===== src/rtl/latch_id_ex.sv =====
// ID/EX pipeline register with load-use hazard detection, bubble insertion,
// debug halt and a saturating count of inserted load-use bubbles.
module latch_id_ex #(
  parameter int NB_DATA   = 32,
  parameter int NB_REG    = 5,
  parameter int NB_ALU_OP = 6,
  parameter int NB_COUNT  = 16
) (
  input  logic                 i_clk,
  input  logic                 i_rst_n,
  input  logic                 i_halt,
  input  logic                 i_flush,
  input  logic                 i_clr_count,
  input  logic [NB_REG-1:0]    i_rs_ID,
  input  logic [NB_REG-1:0]    i_rt_ID,
  input  logic [NB_REG-1:0]    i_rd_ID,
  input  logic                 i_uses_rs_ID,
  input  logic                 i_uses_rt_ID,
  input  logic [NB_DATA-1:0]   i_data_rs_ID,
  input  logic [NB_DATA-1:0]   i_data_rt_ID,
  input  logic [NB_DATA-1:0]   i_inm_ID,
  input  logic [NB_ALU_OP-1:0] i_alu_op_ID,
  input  logic                 i_alu_src_ID,
  input  logic                 i_write_reg_ID,
  input  logic                 i_mem_read_ID,
  input  logic                 i_mem_write_ID,
  input  logic                 i_mem_to_reg_ID,
  output logic [NB_REG-1:0]    o_rs_EX,
  output logic [NB_REG-1:0]    o_rt_EX,
  output logic [NB_REG-1:0]    o_rd_EX,
  output logic [NB_DATA-1:0]   o_data_rs_EX,
  output logic [NB_DATA-1:0]   o_data_rt_EX,
  output logic [NB_DATA-1:0]   o_inm_EX,
  output logic [NB_ALU_OP-1:0] o_alu_op_EX,
  output logic                 o_alu_src_EX,
  output logic                 o_write_reg_EX,
  output logic                 o_mem_read_EX,
  output logic                 o_mem_write_EX,
  output logic                 o_mem_to_reg_EX,
  output logic                 o_stall,
  output logic [NB_COUNT-1:0]  o_bubble_count
);

  localparam logic [NB_COUNT-1:0] COUNT_MAX = '1;

  logic rs_hit, rt_hit, bubble;

  // Load in EX whose destination is read by the instruction now in ID.
  assign rs_hit  = i_uses_rs_ID && (o_rd_EX == i_rs_ID);
  assign rt_hit  = i_uses_rt_ID && (o_rd_EX == i_rt_ID);
  assign o_stall = o_mem_read_EX && (o_rd_EX != '0) && (rs_hit || rt_hit);
  assign bubble  = i_flush || o_stall;

  always_ff @(posedge i_clk or negedge i_rst_n) begin
    if (!i_rst_n) begin
      o_rs_EX         <= '0;
      o_rt_EX         <= '0;
      o_rd_EX         <= '0;
      o_data_rs_EX    <= '0;
      o_data_rt_EX    <= '0;
      o_inm_EX        <= '0;
      o_alu_op_EX     <= '0;
      o_alu_src_EX    <= 1'b0;
      o_write_reg_EX  <= 1'b0;
      o_mem_read_EX   <= 1'b0;
      o_mem_write_EX  <= 1'b0;
      o_mem_to_reg_EX <= 1'b0;
    end else if (!i_halt) begin
      // Operand fields are don't-care in a bubble, so they always load.
      o_data_rs_EX <= i_data_rs_ID;
      o_data_rt_EX <= i_data_rt_ID;
      o_inm_EX     <= i_inm_ID;
      if (bubble) begin
        o_rs_EX         <= '0;
        o_rt_EX         <= '0;
        o_rd_EX         <= '0;
        o_alu_op_EX     <= '0;
        o_alu_src_EX    <= 1'b0;
        o_write_reg_EX  <= 1'b0;
        o_mem_read_EX   <= 1'b0;
        o_mem_write_EX  <= 1'b0;
        o_mem_to_reg_EX <= 1'b0;
      end else begin
        o_rs_EX         <= i_rs_ID;
        o_rt_EX         <= i_rt_ID;
        o_rd_EX         <= i_rd_ID;
        o_alu_op_EX     <= i_alu_op_ID;
        o_alu_src_EX    <= i_alu_src_ID;
        // Forwarding assumes rd=0 never carries a register write.
        o_write_reg_EX  <= i_write_reg_ID && (i_rd_ID != '0);
        o_mem_read_EX   <= i_mem_read_ID;
        o_mem_write_EX  <= i_mem_write_ID;
        o_mem_to_reg_EX <= i_mem_to_reg_ID;
      end
    end
  end

  always_ff @(posedge i_clk or negedge i_rst_n) begin
    if (!i_rst_n) begin
      o_bubble_count <= '0;
    end else if (!i_halt) begin
      if (i_clr_count)
        o_bubble_count <= '0;
      else if (o_stall && !i_flush && o_bubble_count != COUNT_MAX)
        o_bubble_count <= o_bubble_count + 1'b1;
    end
  end

endmodule

===== config.mk =====
export PLATFORM = sky130hd
export DESIGN_NAME = latch_id_ex
export DESIGN_NICKNAME = d
export VERILOG_FILES = /design/src/rtl/latch_id_ex.sv
export SDC_FILE = /design/constraint.sdc
export NUM_CORES = 1
export LEC_CHECK = 0
export BUFFER_PORTS_ARGS = -buffer_cell sky130_fd_sc_hd__buf_2
export CORE_ASPECT_RATIO = 0.75
export CORE_MARGIN = 2
export CORE_UTILIZATION = 50
export CTS_CLUSTER_DIAMETER = 150
export DETAILED_ROUTE_END_ITERATION = 6
export PLACE_DENSITY = 0.86
export SLEW_MARGIN = 20
export SYNTH_ARGS = -nofsm -noshare
export SYNTH_HDL_FRONTEND = slang
export SYNTH_SLANG_ARGS = --single-unit
export TNS_END_PERCENT = 50

===== constraint.sdc =====
create_clock -name i_clk -period 6 [get_ports i_clk]
set_input_delay 0.6 -clock i_clk [delete_from_list [all_inputs] [get_ports i_clk]]
set_output_delay 0.6 -clock i_clk [all_outputs]
set_load 0.03 [all_outputs]

==> results of run 1 <==
==> flip-flops by register name, indices dropped and copies added, names as in the netlist <==
register	cells
o_data_rs_EX	32
o_data_rt_EX	32
o_inm_EX	32
o_bubble_count	16
o_alu_op_EX	6
o_rd_EX	5
o_rs_EX	5
o_rt_EX	5
o_alu_src_EX	1
o_mem_read_EX	1
o_mem_to_reg_EX	1
o_mem_write_EX	1
o_write_reg_EX	1
==> placed cells by master, fill, tap and decap left out, types with 2 or more instances in the layout <==
master      netlist  final
nor2b_1           4      4
nor4_1            3      3
nand4_1           4      4
clkinv_2          0      2
and3_1            2      2
inv_6             0      2
a22o_1           28     28
clkbuf_16         0     17
inv_1             2      2
clkinvlp_4        0      3
nand3_1          10     10
bufinv_16         0      5
o21ai_0          12     12
buf_2             2    265
a211o_1           3      3
buf_4             1      3
a21oi_1           2      2
nand2_1          11     11
mux2_2           96     96
nor2_1            9      9
nor3_1            2      2
a31oi_1           6      6
clkinv_4          0      2
o31ai_1          10     10
nand3b_1          2      2
xnor2_1          10     10
dfrtp_1         138    138
==> worst max-delay path, stage by stage (launching register included) <==
cell	delay, ns
dfrtp_1	0.44
ha_1	0.27
nand3_1	0.20
nor4_4	0.42
nand3_1	0.18
a31oi_1	0.87
o21ai_0	0.29
o31ai_1	0.15
==> power groups by stage <==
stage	Combinational [uW]	Clock [uW]	Sequential [uW]
global placement	439	0	1070
finish	448	1150	1060
global route	473	1220	1070
floorplan	113	0	1230
CTS	452	1170	1060
detailed placement	450	0	1070
==> layer usage <==
layer	vias to the layer above	GRT usage (%)
li1	1959	-
met4	0	8.796
met3	28	7.576
met5	-	0
met1	2123	28.80
met2	220	42.48
==> metrics by stage <==
step	hold WS, ns	instance area (sq um)	total power, uW	worst slack (ns)
final	0.1595	7632	2659	3.051
after global routing	0.2015	7632	2759	2.891
after CTS	0.1739	7632	2682	3.170
after detailed placement	0.4795	6975	1522	3.282
after global placement	0.4766	6975	1505	3.500
after floorplan	0.3044	5533	1346	3.778
==> worst min path at each step <==
stage | startpoint | endpoint | slack, ns | cells past startpoint
CTS | i_rst_n | o_alu_src_EX$_DFFE_PN0N_ | 0.17 | 1
global placement | o_write_reg_EX$_DFFE_PN0N_ | o_write_reg_EX$_DFFE_PN0N_ | 0.48 | 1
detailed placement | o_write_reg_EX$_DFFE_PN0N_ | o_write_reg_EX$_DFFE_PN0N_ | 0.48 | 1
floorplan | i_rst_n | o_alu_op_EX[0]$_DFFE_PN0N_ | 0.30 | 0
finish | i_rst_n | o_alu_op_EX[3]$_DFFE_PN0N_ | 0.16 | 1
global route | i_rst_n | o_alu_src_EX$_DFFE_PN0N_ | 0.20 | 1
==> final cells by class <==
cell class | instances | area [sq um]
fill | 729 | 3227
inverter | 2 | 7.507
clock buffer | 18 | 439.2
timing repair buffer | 269 | 1360
tap | 140 | 175.2
sequential | 138 | 3453
clock inverter | 14 | 217.7
multi-input combinational | 227 | 1979
==> logic make-up after synthesis <==
| group | share of synthesized area (%) |
|---|---|
| buffers and inverters | 1.809 |
| multiplexers | 19.54 |
| flip-flops | 62.42 |
| adder cells (fa/ha/maj) | 0.2261 |
| XOR/XNOR | 1.583 |
| AO/OA/AOI/OAI | 8.729 |
| AND/OR/NAND/NOR | 5.699 |
==> results.cfg, run 1 <==
[outcome]
status = finished, final reports clean

[die]
fp.coreArea_sq_um = 10860
initial_utilization_pct = 50.95
die_w_microns = 125.5
die_y_microns = 95.10
placementRows = 33
die-area_sq_um = 11930
num_io_pins = 268

[sta]
finalCritPeriodShare_pct = 49.14
fin_skew_ns = 0.008702
grt_setup_unrepaired = no
fmax_mhz = 339.1
drv_slew = 0
setup_viol = 0
fin_crit_ns = 2.949
tns_ns = 0
slew_headroom_pct = 29.73
finalHoldViolCount = 0
worst_pin_slew_ns = 1.049

[detailed_routing]
routedWlPerCell_microns = 18.24
wl_met2_mm = 7.558
first_iter_violations = 305
antenna_left = 0
firstDrtPassIters = 5
wl_met1_mm = 5.641
via_per_inst = 5.359
met3_wirelength_mm = 1.243
top_layer_used = met4
num_vias = 4330
finalWirelength_mm = 14.74
drc = 0

[grt]
grt_max_degree = 76
gr-total-overflow = 0
grt_pass1_vias = 4324
grt_pass1_wl_mm = 22.45
grt_usage_pct = 24.32
antenna_found_initial = 0

[pwr]
power.leakage_uw = 0.003788
clock_power_share_pct = 43.4
combPwrFrac_pct = 16.8
power_density_nw_per_um2 = 348.4
switching_share_pct = 27.61
power.switching_uw = 734.2
power.internal_uw = 1925
seqPwrFrac_pct = 39.8
peakVddDrop_uv = 247.0

[critical_path]
crit_type = flop to flop
crit_arrival_ns = 3.25
critPathLaunchType = flop
setup.worst_path.end = o_bubble_count[14]$_DFFE_PN0P_
end_kind = flop
required_ns = 6.30
r2r_slack_ns = 3.05
crit_fanout = 14
crit_start = o_bubble_count[0]$_DFFE_PN0P_
rr_worst_depth = 7
r2r-end = o_bubble_count[14]$_DFFE_PN0P_
regToRegStartpoint = o_bubble_count[0]$_DFFE_PN0P_

[cells_and_area]
nets = 785
final_util_pct = 70.28
diodes = 0
stdcell_count = 808
layout-area-overhead-vs-synth_pct = 37.95
drive_above_1_share_pct = 59.88

[clock_tree]
cts_tree = yes
cts_resized = 0
numCtsBuffers = 17
cts_hold_buf = 0
post_cts_buffers = 0
clock_latency_ns = 0.41
clock_path_buffers = 2
cts.sinks = 138
htree_num_levels = 4
cts_root_buf = clkbuf_16
clk_pin_slew_worst_paths_ns = 0.06

[logic_synthesis]
synth_edf_count = 0
synth.net_count = 516
synth.distinct_cells = 37
synth_top_area_share_pct = 62.42
synth.cells.most_frequent = dfrtp_1 (138), mux2_2 (96), a22o_1 (28), clkbuf_1 (13), o21ai_0 (12)
synthFlopType = dfrtp_1
ys_seq_area_share_pct = 62.42
avgSynthCellArea_sq_um = 14.33
synth_area_sq_um = 5533
synth_area_leader_cell = dfrtp_1
synth-seq-cells = 138
yosys_warnings = 0
async_reset_ff_share_pct = 100.0
ys_top_cells_by_area = dfrtp_1 (62%), mux2_2 (20%), a22o_1 (4.4%), xnor2_1 (1.6%), o31ai_1 (1.4%)
yosysMostFrequentCell = dfrtp_1
synth_cells = 386

[placement]
dp_cells = 776
dpl.hpwl_mm = 10.27
numPortBuffers = 267
gp_congestion = 0.8774

[run]
cap_violations = 0

[min_path]
min_path_type = primary input to async pin
Power figures use the tool's default switching activity.
==> run 2, diff against run 1 <==
--- a/config.mk
+++ b/config.mk
@@ -5,13 +5,14 @@
 export SDC_FILE = /design/constraint.sdc
 export NUM_CORES = 1
 export LEC_CHECK = 0
+export ABC_AREA = 1
 export BUFFER_PORTS_ARGS = -buffer_cell sky130_fd_sc_hd__buf_2
 export CORE_ASPECT_RATIO = 0.75
 export CORE_MARGIN = 2
-export CORE_UTILIZATION = 50
+export CORE_UTILIZATION = 47
 export CTS_CLUSTER_DIAMETER = 150
 export DETAILED_ROUTE_END_ITERATION = 6
-export PLACE_DENSITY = 0.86
+export PLACE_DENSITY = 0.8
 export SLEW_MARGIN = 20
 export SYNTH_ARGS = -nofsm -noshare
 export SYNTH_HDL_FRONTEND = slang
==> constraint.sdc (replaced) <==
create_clock -name i_clk -period 3.1 [get_ports i_clk]
set_input_delay 0.31 -clock i_clk [delete_from_list [all_inputs] [get_ports i_clk]]
set_output_delay 0.31 -clock i_clk [all_outputs]
set_load 0.03 [all_outputs]
==> run 2 against run 1 <==
Utilization down 5.3 points. Combinational power grew 90%. Maximum frequency grew 44%.
==> results.cfg, run 2 <==
[outcome]
status = finished, final reports clean

[logic_synthesis]
yosys_warnings = 0
synth-seq-cells = 138
synth.net_count = 859
synth.distinct_cells = 26
synth_area_leader_cell = dfrtp_1
async_reset_ff_share_pct = 100.0
synth_cells = 729
synth_area_sq_um = 5913
ys_seq_area_share_pct = 58.40
synth_edf_count = 0
synth_top_area_share_pct = 58.40
yosysMostFrequentCell = nand2_1
synth.cells.most_frequent = nand2_1 (406), dfrtp_1 (138), inv_1 (28), nor2_1 (28), o21ai_0 (26)
avgSynthCellArea_sq_um = 8.111
ys_top_cells_by_area = dfrtp_1 (58%), nand2_1 (26%), o21ai_0 (2.2%), nand3_1 (1.9%), inv_1 (1.8%)
synthFlopType = dfrtp_1

[detailed_routing]
finalWirelength_mm = 16.23
antenna_left = 0
num_vias = 5493
drc = 0
firstDrtPassIters = 5
via_per_inst = 4.699
first_iter_violations = 368
routedWlPerCell_microns = 13.88

[die]
die_y_microns = 101.1
num_io_pins = 268
placementRows = 35
fp.coreArea_sq_um = 12260
initial_utilization_pct = 48.22
die-area_sq_um = 13500
die_w_microns = 133.5

[grt]
gr-total-overflow = 0
antenna_found_initial = 0
grt_max_degree = 86
grt_pass1_wl_mm = 25.62
grt_usage_pct = 24.19
grt_pass1_vias = 5084

[placement]
dp_cells = 1137
dpl_worst_slack_ns = 1.042
gp_congestion = 0.8190
numPortBuffers = 267
dpl.hpwl_mm = 11.64

[critical_path]
critPathLaunchType = flop
r2r-end = o_rt_EX[3]$_DFFE_PN0N_
crit_path_cell_trace = inv_1, nand2_1, nand2_1, nor2_1, nand3_1, nand2_1, nand2_1, nand2_1, o21ai_0
cpMaxStageDelayCell = nand2_1
crit_type = flop to flop
r2r_slack_ns = 1.05
crit_arrival_ns = 2.29
end_kind = flop
regToRegStartpoint = o_rd_EX[3]$_DFFE_PN0N_
cp_top_family = simple AND/OR/NAND/NOR gates
rr_worst_depth = 9
crit_fanout = 26
cp_common_cell = nand2_1
max_stage_delay_ns = 0.68
required_ns = 3.34
critPathBufInv = 1

[min_path]
hold-path-cell-count = 3
whs_endpoint = o_inm_EX[2]$_DFFE_PN0N_
worstHoldStart = i_inm_ID[2]
min_path_type = primary input to flop

[clock_tree]
clock_latency_ns = 0.40
htree_num_levels = 4
numCtsBuffers = 17
cts_tree = yes
cts_root_buf = clkbuf_16
cts_hold_buf = 1
clock_path_buffers = 2
clk_pin_slew_worst_paths_ns = 0.06
cts.sinks = 138
post_cts_buffers = 0
cts_resized = 0

[cells_and_area]
mostFrequentLayoutCells = nand2_1 (406), buf_2 (265), dfrtp_1 (138)
final_util_pct = 65.01
drive_above_1_share_pct = 32.60
diodes = 0
reg.largest.list = o_data_rs_EX x32, o_data_rt_EX x32, o_inm_EX x32
stdcell_count = 1169
layout.cells.most_common = nand2_1
layout-area-overhead-vs-synth_pct = 34.81
nets = 1121

[pwr]
power.leakage_uw = 0.004650
peakVddDrop_uv = 388.1
power_density_nw_per_um2 = 611.6
power_uw = 4876

[sta]
fmax_mhz = 488.3
tns_ns = 0
grt_setup_unrepaired = no
drv_slew = 0
worst_pin_slew_ns = 0.9143
finalCritPeriodShare_pct = 66.06
setup_viol = 0
slew_headroom_pct = 38.90
fin_crit_ns = 2.048
setup_ws_ns = 1.052
finalHoldViolCount = 0
fin_skew_ns = 0.01199

[run]
cap_violations = 0
[run 2: cell count changes in the layout (fill, tap and decap cells not counted), moves of 12 or more]
| cell | previous run | this run |
|---|---|---|
| nand2_2 | 0 | 12 |
| a22o_1 | 28 | 0 |
| nand3_1 | 10 | 23 |
| inv_1 | 2 | 28 |
| mux2_2 | 96 | 0 |
| o21ai_0 | 12 | 26 |
| nor2_1 | 9 | 28 |
| nand2_1 | 11 | 406 |
[run 2: worst max-delay path by stage]
stage,from,endpoint,slack [ns],depth (start not counted)
2_1_floorplan,o_bubble_count[0]$_DFFE_PN0P_,o_bubble_count[6]$_DFFE_PN0P_,1.33,12
3_3_place_gp,i_rt_ID[3],o_rt_EX[0]$_DFFE_PN0N_,1.16,10
3_5_place_dp,o_rd_EX[0]$_DFFE_PN0N_,o_alu_op_EX[1]$_DFFE_PN0N_,1.04,7
4_1_cts,o_rd_EX[3]$_DFFE_PN0N_,o_alu_op_EX[5]$_DFFE_PN0N_,1.03,9
5_1_grt,o_rd_EX[3]$_DFFE_PN0N_,o_rs_EX[2]$_DFFE_PN0N_,0.80,9
6_report,o_rd_EX[3]$_DFFE_PN0N_,o_rt_EX[3]$_DFFE_PN0N_,1.05,9
[run 2: power by group]
| part | switching [uW] | internal [uW] | total (uW) | leakage (uW) |
|---|---|---|---|---|
| logic | 603 | 250 | 853 | 0.00264 |
| registers | 83.9 | 1950 | 2030 | 0.00173 |
| clock network | 784 | 1210 | 1990 | 0.000283 |
[run 2: logic make-up after synthesis]
group	count (synthesis)	share of synthesized area, %
compound gates	39	3.470
flops	138	58.40
simple gates	484	32.78
xor+xnor	3	0.4444
buf+inv	64	4.697
fa+ha+maj	1	0.2116
[run 2: worst min-delay path, cell delays in order]
cell and delay (ns):
buf_2 0.07, nand2_1 0.04, nand2_1 0.04
[run 2: per-layer routing]
layer	vias up	track usage, %	routed length, microns	share of wire, %
li1	2759	-	-	-
met1	2511	34.16	7351	45
met2	200	37.27	7503	46
met3	23	5.656	1038	6.4
met4	0	8.429	334	2.1
met5	-	0	0	0
[run 2: layout make-up]
type	count	area, sq um
fillers	1097	4290
flip-flops and latches	138	3453
multi-input cells	527	2182
repair buffers	276	1428
clock buffers	18	439.2
well taps	166	207.7
clock inverters	13	142.6
inverters	31	118.9
[run 2: stage by stage]
stage | instance area (sq um) | hold slack, ns
3_3_place_gp | 7380 | 0.3936
3_5_place_dp | 7380 | 0.3912
6_report | 7971 | 0.09339
4_1_cts | 7971 | 0.08349
2_1_floorplan | 5913 | 0.01441
5_1_grt | 7971 | 0.08558
==> run 3, diff against run 2 <==
--- a/config.mk
+++ b/config.mk
@@ -9,10 +9,10 @@
 export BUFFER_PORTS_ARGS = -buffer_cell sky130_fd_sc_hd__buf_2
 export CORE_ASPECT_RATIO = 0.75
 export CORE_MARGIN = 2
-export CORE_UTILIZATION = 47
+export CORE_UTILIZATION = 43
 export CTS_CLUSTER_DIAMETER = 150
 export DETAILED_ROUTE_END_ITERATION = 6
-export PLACE_DENSITY = 0.8
+export PLACE_DENSITY = 0.77
 export SLEW_MARGIN = 20
 export SYNTH_ARGS = -nofsm -noshare
 export SYNTH_HDL_FRONTEND = slang
==> constraint.sdc (replaced) <==
create_clock -name i_clk -period 1.7 [get_ports i_clk]
set_input_delay 0.17 -clock i_clk [delete_from_list [all_inputs] [get_ports i_clk]]
set_output_delay 0.17 -clock i_clk [all_outputs]
set_load 0.03 [all_outputs]
==> run 3 against run 2 <==
Non-clock buffer count grew 120. Utilization grew 3.8 points. Sequential share of layout area shrank 6.3 points. Combinational power grew 120%. The flow now finishes with violations (setup timing). First-iteration DRC count grew 16%. Via count grew 15%. Register-to-register slack lost 0.97 ns. Critical endpoint is now o_stall. Design area grew 17%.
==> results.cfg, run 3 (synthesized netlist as in run 2, its figures left out) <==
[clock_tree]
htree_num_levels = 4
clock_latency_ns = 0.41
clock_path_buffers = 2
numCtsBuffers = 17
cts.sinks = 138
cts_tree = yes
cts_root_buf = clkbuf_16
clk_pin_slew_worst_paths_ns = 0.06

[sta]
fin_crit_ns = 1.757
fin_skew_ns = 0.01057
worst_pin_slew_ns = 0.5035
grt_setup_unrepaired = yes
finalCritPeriodShare_pct = 103.4
fmax_mhz = 569.0
setup_viol = 1
drv_slew = 0
setup_ws_ns = -0.05748
slew_headroom_pct = 66.43
finalHoldViolCount = 0

[critical_path]
crit_fanout = 4
crit_arrival_ns = 1.59
regToRegStartpoint = o_rd_EX[3]$_DFFE_PN0N_
r2r-end = o_alu_op_EX[1]$_DFFE_PN0N_
crit_type = flop to output pin
end_kind = output pin
r2r_slack_ns = 0.08
required_ns = 1.53
critPathLaunchType = flop
rr_worst_depth = 9

[die]
die_w_microns = 139.4
placementRows = 37
initial_utilization_pct = 43.59
die-area_sq_um = 14720
num_io_pins = 268
fp.coreArea_sq_um = 13560
die_y_microns = 105.6

[detailed_routing]
finalWirelength_mm = 20.05
routedWlPerCell_microns = 15.41
antenna_left = 0
num_vias = 6302
drc = 0
first_iter_violations = 428
firstDrtPassIters = 5
via_per_inst = 4.844

[cells_and_area]
stdcell_count = 1301
mostFrequentLayoutCells = nand2_1 (401), buf_2 (264), dfrtp_1 (134)
reg.largest.list = o_data_rs_EX x32, o_data_rt_EX x32, o_inm_EX x32
nets = 1243
drive_above_1_share_pct = 32.89
layout-area-overhead-vs-synth_pct = 57.96
layout.cells.most_common = nand2_1
fill_cells = 1018

[min_path]
hold-path-cell-count = 3
worstHoldStart = i_data_rs_ID[0]
min_path_type = primary input to flop
whs_endpoint = o_data_rs_EX[0]$_DFFE_PN0N_

[grt]
antenna_found_initial = 1
grt_pass1_vias = 6385
gr-total-overflow = 0
grt_usage_pct = 26.82
grt_max_degree = 118
grt_pass1_wl_mm = 31.43

[placement]
dp_cells = 1158
gp_congestion = 0.8554
numPortBuffers = 267
dpl.hpwl_mm = 11.78

[pwr]
power.leakage_uw = 0.005228
power_uw = 9337
power_density_nw_per_um2 = 999.7
peakVddDrop_uv = 832.8

[outcome]
status = complete, but fails checks
failed_checks = setup timing

[run]
cap_violations = 0
==> run 3: cell types whose count changed in the layout (fill, tap and decap cells not counted), sizes merged <==
cell | before | now
dlygate4sd3 | 1 | 96
buf | 275 | 299
clkbuf | 18 | 21
inv | 34 | 32
nand2 | 420 | 422
bufinv | 2 | 3
clkinvlp | 2 | 1
diode | 0 | 1
==> run 3: worst max-delay path by stage <==
stage | start | endpoint | cells after the start
3_5_place_dp | o_bubble_count[1]$_DFFE_PN0P_ | o_bubble_count[6]$_DFFE_PN0P_ | 11
2_1_floorplan | o_bubble_count[0]$_DFFE_PN0P_ | o_bubble_count[6]$_DFFE_PN0P_ | 12
5_1_grt | o_rd_EX[3]$_DFFE_PN0N_ | o_stall | 9
6_report | o_rd_EX[3]$_DFFE_PN0N_ | o_stall | 9
3_3_place_gp | o_bubble_count[1]$_DFFE_PN0P_ | o_bubble_count[1]$_DFFE_PN0P_ | 11
4_1_cts | o_rd_EX[0]$_DFFE_PN0N_ | o_stall | 9
==> run 3: metrics by stage <==
stage / worst slack (ns) / hold WS, ns / instance area, sq um / TNS, ns / utilization, %
final: -0.05748 / 0.01064 / 9340 / -0.05748 / 68.86
after global routing: -0.1369 / 0.001594 / 9338 / -0.1917 / 68.84
after CTS: -0.01051 / 0.0009012 / 9205 / -0.01051 / 67.86
after detailed placement: 0.002337 / 0.09841 / 7571 / 0 / 55.82
after global placement: 0.06231 / 0.09545 / 7571 / 0 / 55.82
after floorplan: 0.01654 / -0.1256 / 5916 / 0 / -
==> run 3: report_power, final <==
group          switching, uW  internal [uW]  leakage (uW)  total [uW]
clock                   1370           2380      0.000296        3750
sequential               162           3550       0.00172        3710
combinational           1210            669       0.00321        1880
==> run 3: area by class of cell <==
class | count | area (sq um) | share of cell area [%]
diodes | 1 | 2.502 | 0.02679
clock buffers | 20 | 456.7 | 4.889
clock inverters | 11 | 143.9 | 1.541
inverters | 31 | 118.9 | 1.273
multi-input cells | 529 | 2252 | 24.11
flip-flops and latches | 138 | 3458 | 37.03
well taps | 175 | 219.0 | 2.344
repair buffers | 396 | 2689 | 28.79
==> run 3: metal layers <==
| layer | wire length [microns] | vias to the layer above | GRT usage (%) |
|---|---|---|---|
| li1 | - | 3015 | - |
| met3 | 1500 | 29 | 7.269 |
| met4 | 403 | 0 | 9.163 |
| met5 | 0 | - | 0 |
| met1 | 8077 | 2953 | 32.33 |
| met2 | 10060 | 305 | 46.67 |
==> run 3: what timing repair did <==
| action | CTS | global route |
|---|---|---|
| setup buffers | 7 | 5 |
| hold buffers | 96 | 0 |
| cloned | 0 | 3 |
| resized for setup | 11 | 16 |
| endpoints found under the hold margin | 152 | 0 |
| setup endpoints to repair | 5 | 43 |
| pin swaps | 6 | 10 |
==> run 3: worst max-delay path, stage by stage (launching register included) <==
cell and delay [ns]:
dfrtp_1 0.40, inv_2 0.07, nand2_2 0.06, nand2_1 0.04, nor2_1 0.13, nand3_1 0.10
nand2_2 0.11, nand2_2 0.08, inv_2 0.07, buf_6 0.13
